<file path="src/rtl/cordic_angle_reduce.sv">
// Range reduction ahead of a CORDIC rotator: wraps a Q4.27 angle into (-pi, pi],
// then folds it into [-pi/2, pi/2] and flags when the result must be negated.
module cordic_angle_reduce #(
  parameter int Q4_27_BITS = 32
) (
  input  logic                         clk,
  input  logic                         rst,
  input  logic                         in_valid,
  output logic                         in_ready,
  input  logic signed [Q4_27_BITS-1:0] angle_in,
  output logic                         out_valid,
  input  logic                         out_ready,
  output logic signed [Q4_27_BITS-1:0] angle_out,
  output logic                         negate
);

  localparam logic signed [Q4_27_BITS-1:0] PI     = Q4_27_BITS'(32'sh1921fb54);
  localparam logic signed [Q4_27_BITS-1:0] PI_O2  = Q4_27_BITS'(32'sh0c90fdaa);
  localparam logic signed [Q4_27_BITS-1:0] TWO_PI = Q4_27_BITS'(32'sh3243f6a8);

  typedef enum logic [1:0] {IDLE, WRAP, FOLD, DONE} state_t;

  state_t                         state, state_next;
  logic signed [Q4_27_BITS-1:0]   acc, acc_next;
  logic                           negate_next;

  // NOTE: registers use non-blocking assignments so every flop samples the
  // pre-edge value of its neighbours, matching the hardware it describes.
  always_ff @(posedge clk or negedge rst) begin
    if (!rst) begin
      state  <= IDLE;
      acc    <= '0;
      negate <= 1'b0;
    end else begin
      state  <= state_next;
      acc    <= acc_next;
      negate <= negate_next;
    end
  end

  // NOTE: every output of this block gets a default first, so no path leaves a
  // signal unassigned and no latch is inferred.
  always_comb begin
    state_next  = state;
    acc_next    = acc;
    negate_next = negate;
    unique case (state)
      IDLE: begin
        if (in_valid) begin
          acc_next    = angle_in;
          negate_next = 1'b0;
          state_next  = WRAP;
        end
      end
      WRAP: begin
        if (acc > PI) begin
          acc_next = acc - TWO_PI;
        end else if (acc <= -PI) begin
          acc_next = acc + TWO_PI;
        end else begin
          state_next = FOLD;
        end
      end
      FOLD: begin
        // Folding by pi flips the sign of both cos and sin.
        if (acc > PI_O2) begin
          acc_next    = acc - PI;
          negate_next = 1'b1;
        end else if (acc < -PI_O2) begin
          acc_next    = acc + PI;
          negate_next = 1'b1;
        end else begin
          negate_next = 1'b0;
        end
        state_next = DONE;
      end
      DONE: begin
        if (out_ready) state_next = IDLE;
      end
      default: state_next = IDLE;
    endcase
  end

  // Handshake flags decode straight from the state register.
  assign in_ready  = (state == IDLE);
  assign out_valid = (state == DONE);
  assign angle_out = acc;

endmodule

</file>
<file path="config.mk">
export PLATFORM = sky130hd
export DESIGN_NAME = cordic_angle_reduce
export DESIGN_NICKNAME = d
export VERILOG_FILES = /design/src/rtl/cordic_angle_reduce.sv
export SDC_FILE = /design/constraint.sdc
export NUM_CORES = 1
export LEC_CHECK = 0
export ABC_AREA = 0
export CORE_ASPECT_RATIO = 0.6
export CORE_UTILIZATION = 55
export CTS_BUF_LIST = sky130_fd_sc_hd__clkbuf_8
export CTS_CLUSTER_DIAMETER = 40
export DETAILED_ROUTE_END_ITERATION = 8
export GPL_TIMING_DRIVEN = 0
export PLACE_DENSITY = 0.8
export SLEW_MARGIN = 10
export SYNTH_ARGS = -nofsm -noshare
export SYNTH_HDL_FRONTEND = slang
export SYNTH_SLANG_ARGS = --single-unit
</file>
<file path="constraint.sdc">
create_clock -name clk -period 8.3 [get_ports clk]
set_input_delay 0.83 -clock clk [delete_from_list [all_inputs] [get_ports clk]]
set_output_delay 0.83 -clock clk [all_outputs]
set_load 0.01 [all_outputs]
</file>
# Word level (Yosys, flattened, before mapping)
# Cells that the tools add are included.
# totals
register_bits,35
input_bits,36
output_inout_bits,35
# classes
add_sub_neg,4
n_lt_le_gt_ge,4
n_eq_ne,9
n_mux,15
reduce_logical,6
# op_table
op,n
$mux 32,5
$pmux 32 s3,1
$add 32x30->32 const B,1
$add 32x31->32 const B,1
$gt 32x29->1 const B,1
$gt 32x30->1 const B,1
$le 32x30->1 const B,1
$lt 32x29->1 const B,1
$sub 32x30->32 const B,1
$sub 32x31->32 const B,1
$mux 2,4
$pmux 2 s4,1
$reduce_and 4->1,2
$ne 2x2->1 const B,3
$ne 3x3->1 const B,2
$eq 2x2->1 const B,2
$mux 1,3
$reduce_bool 3->1,1
$eq 2x1->1 const B,1
$logic_not 2->1,1
$ne 2x1->1 const B,1
$pmux 1 s2,1
$reduce_and 2->1,1
$reduce_bool 2->1,1

# Depth between registers and ports, before layout
# logic_depth
depth_word,4
ltp_mapped,20
ltp_nobuf,18

# Worst setup path before layout
# No wires, ideal clock.
# synth_timing
path_type,reg2reg
start,"reg acc[11], in the netlist angle_out[11]"
end,"reg acc[29], in the netlist angle_out[29]"
setup_ps,66
t_arrival_ps,4785
t_required_ps,8234
slack_ps,3449
stages_incl_launch_ff,18
n_path_buf,1
synth_period_minus_slack_ps,4851
path_cell_list,dfrtp_1 > buf_2 > and4_4 > nand4_1 > or4_1 > a31o_2 > and2_1 > nand2b_1 > inv_1 > ha_1 > o211ai_1 > a21oi_1 > o21ai_0 > and3b_1 > a2111oi_0 > mux2_2 > o221ai_1 > a22o_1
# synth_between
elab_chain_cells,4
# synth_lines
item,line,text
start: declaration,24,"logic signed [Q4_27_BITS-1:0] acc, acc_next;"
start signal: assignment,36,acc <= acc_next;
$add 32x30->32 or $add 32x31->32 (tied branches),"70, 59",
"$mux 32, on equally long branches","69, 58",
"$mux 32, on equally long branches","66, 56",
$pmux 32 s3,47,unique case (state)
# Parallel ways exist; a longest one is shown, timed or not. The select of a mux whose other input is x is not followed.
# A chain may end at the register's enable or synchronous reset.

# Worst setup path after layout
# layout_timing
start,"reg acc[3], in the netlist angle_out[3]"
end,"reg acc[29], in the netlist angle_out[29]"
# Same word-level chain as after synthesis.

==> flow_summary.yaml <==
detailed_routing:
  first_iter_violations: 762
  drc: 0
  vias: 6193
  dr.pass1.iters: 6
  drt-total-wl_um: 20300
  post_drt_wl_per_cell_um: 22.4
  ant_nets: 0
  viasPerCell: 6.84
global_routing:
  grt_pass1_vias: 5631
  grt_overflow_total: 0
  grt_use_total: 0.409
  grt_pass1_wl_um: 30800
  antenna_found_initial: 0
  grt_max_degree: 21
final_layout:
  fin_nets: 853
  nFillCells: 792
  drive_gt1_frac: 0.0593
  regArea_um2: 876
  diodes: 0
  multi_input_comb_area_um2: 4060
  syn_to_final_growth_pct: 18.3
clock_tree:
  numCtsBuffers: 5
  cts_sinks: 35
  ctsHtreeMaxLevel: 2
  cts_resized: 0
  post-cts-setup-buffers: 0
  ctsHoldBuffers: 0
  cts_tree: "done"
  cts_buffer_depth: 2
  root_buffer: "clkbuf_8"
  clk_pin_slew_worst_paths_ns: 0.08
  clock_latency_ns: 0.31
floorplanning:
  io_pins: 71
  die_area_um2: 9940
  initial_core_util: 0.569
  core_um2: 9220
  die_height_um: 77.6
  fp-row-count: 27
  die_w_um: 128
synth:
  syn_avg_cell_area_um2: 7.50
  synth-seq-area-share: 0.167
  ys_warn_count: 0
  synth_top_cells_by_area: "dfrtp_1, ha_1, nand2_1, xnor2_1, mux2i_1"
  synth.most_common_cell: "nand2_1"
  yosysTopAreaCellShare: 0.167
  synth_edf_count: 0
  yosys-top-cells-count: "nand2_1, nor2_1, a21oi_1"
  synth_area_um2: 5250
  synthArstFlopShare: 1.00
  netlist_instances: 699
  synth_ff_type: "dfrtp_1"
  ys_ff_latch: 35
  yosys.area.top_type: "dfrtp_1"
  synth_nets: 775
  synth_cell_type_count: 78
timing:
  rsz0062_at_grt: "false"
  finalCriticalPeriod_ns: 7.05
  fin_skew_ns: 0.00789
  finalSetupTns_ns: 0
  hold_viol: 0
  fmax_ghz: 0.142
  relSlewSlack: 0.189
  period_share: 0.849
  finalSetupViolations: 0
  worstMarginPinSlew_ns: 1.22
  slew_viol_final: 0
place:
  hpwl_um: 15200
  finalWeightedCongestion: 0.972
  io_buffer_count: 70
critical_path:
  crit_required_ns: 8.55
  worst-setup-path-type: "flop to flop"
  slowest_stage: "a2111oi_0"
  cp_cell_sequence: "clkbuf_1 -> inv_1 -> ha_1 -> nor2b_1 -> o2111ai_1 -> nand3_1 -> a31o_2 -> and2_1 -> nand2b_1 -> inv_1 -> ha_1 -> o211ai_1 -> a21oi_1 -> o21ai_0 -> and3b_1 -> a2111oi_0 -> mux2_2 -> o221ai_1 -> a22o_1"
  cp.arrival_ns: 7.30
  critical-path-top-delay-family: "compound AO/OA/AOI/OAI gates"
  end_kind: "flop"
  cp_max_fo: 20
  worst_setup_path_start_kind: "flop"
  slowest_delay_ns: 0.95
  r2r_slack_ns: 1.25
  crit_buf_inv: 3
min_path:
  hp-class: "input pin to async pin"
status:
  outcome: "finished, final reports clean"
flow_run:
  maxCapViolCount: 0
through the flow:
| stage | setup WS, ns | area (µm²) | hold WS (ns) | std cells | utilization |
|---|---|---|---|---|---|
| after floorplan | 3.45 | 5250 | 0.522 | 699 | - |
| after global placement | 1.76 | 6110 | 0.479 | 899 | 0.662 |
| after detailed placement | 1.76 | 6130 | 0.484 | 900 | 0.665 |
| after CTS | 1.72 | 6200 | 0.504 | 906 | 0.673 |
| after global routing | 1.11 | 6200 | 0.533 | 906 | 0.673 |
| final | 1.25 | 6200 | 0.503 | 906 | 0.673 |
flip-flops by register name, summed over array words and instances, names as in the netlist:
register / flops
state: 2
negate: 1
angle_out: 32
cell type report:
class	count	area share
Clock inverter	1	0.000605
Tap cell	130	0.0262
Multi-Input combinational cell	589	0.655
Sequential cell	35	0.141
Buffer	54	0.0365
Timing Repair Buffer	71	0.117
Clock buffer	5	0.0111
Inverter	21	0.0127
path summary, 6_finish.rpt:
check	start	end	depth (start not counted)
worst max register to register	angle_out[3]	angle_out[29]	19
max in group asynchronous	rst	angle_out[4]	2
worst min-delay path	rst	angle_out[28]	1
worst max-delay path	angle_out[3]	angle_out[29]	19
worst min register to register	negate	negate	1
min in group clk	negate	negate	1
layer usage:
layer / global-route usage / share of wire / vias up
li1: - / - / 2777
met4: 0.140 / 0.030 / 0
met3: 0.122 / 0.13 / 57
met1: 0.587 / 0.45 / 2900
met2: 0.573 / 0.39 / 459
met5: 0 / 0 / -
logic make-up (layout without fill, tap and decap cells):
family	count (synthesis)	in the layout	synth area share
and+or+nand+nor	252	252	0.240
AOI/OAI and AO/OA	223	223	0.305
buffers and inverters	75	152	0.0582
xor gates and xnor gates	43	43	0.0718
adders and majority gates	40	40	0.0969
DFF	35	35	0.167
muxes	31	31	0.0611
cell usage in the layout (no fill, tap or decap), drive strengths merged, types with 8 or more instances in the layout:
master,netlist,final
nand2,71,71
clkdlybuf4s50,0,69
nor2,60,60
clkbuf,39,44
a21oi,40,40
ha,39,39
dfrtp,35,35
o21ai,32,32
xnor2,27,27
mux2i,23,23
nor3,23,23
inv,20,21
a221oi,19,19
nand3,18,18
buf,15,17
xor2,16,16
o31ai,15,15
o21a,12,12
nor2b,11,11
nand2b,11,11
a21o,11,11
a211oi,11,11
o221ai,11,11
o211ai,10,10
and2,9,9
mux2,8,8
Power is not shown: default switching activity piles up to over one toggle a cycle in this logic, so the estimate is an artifact.
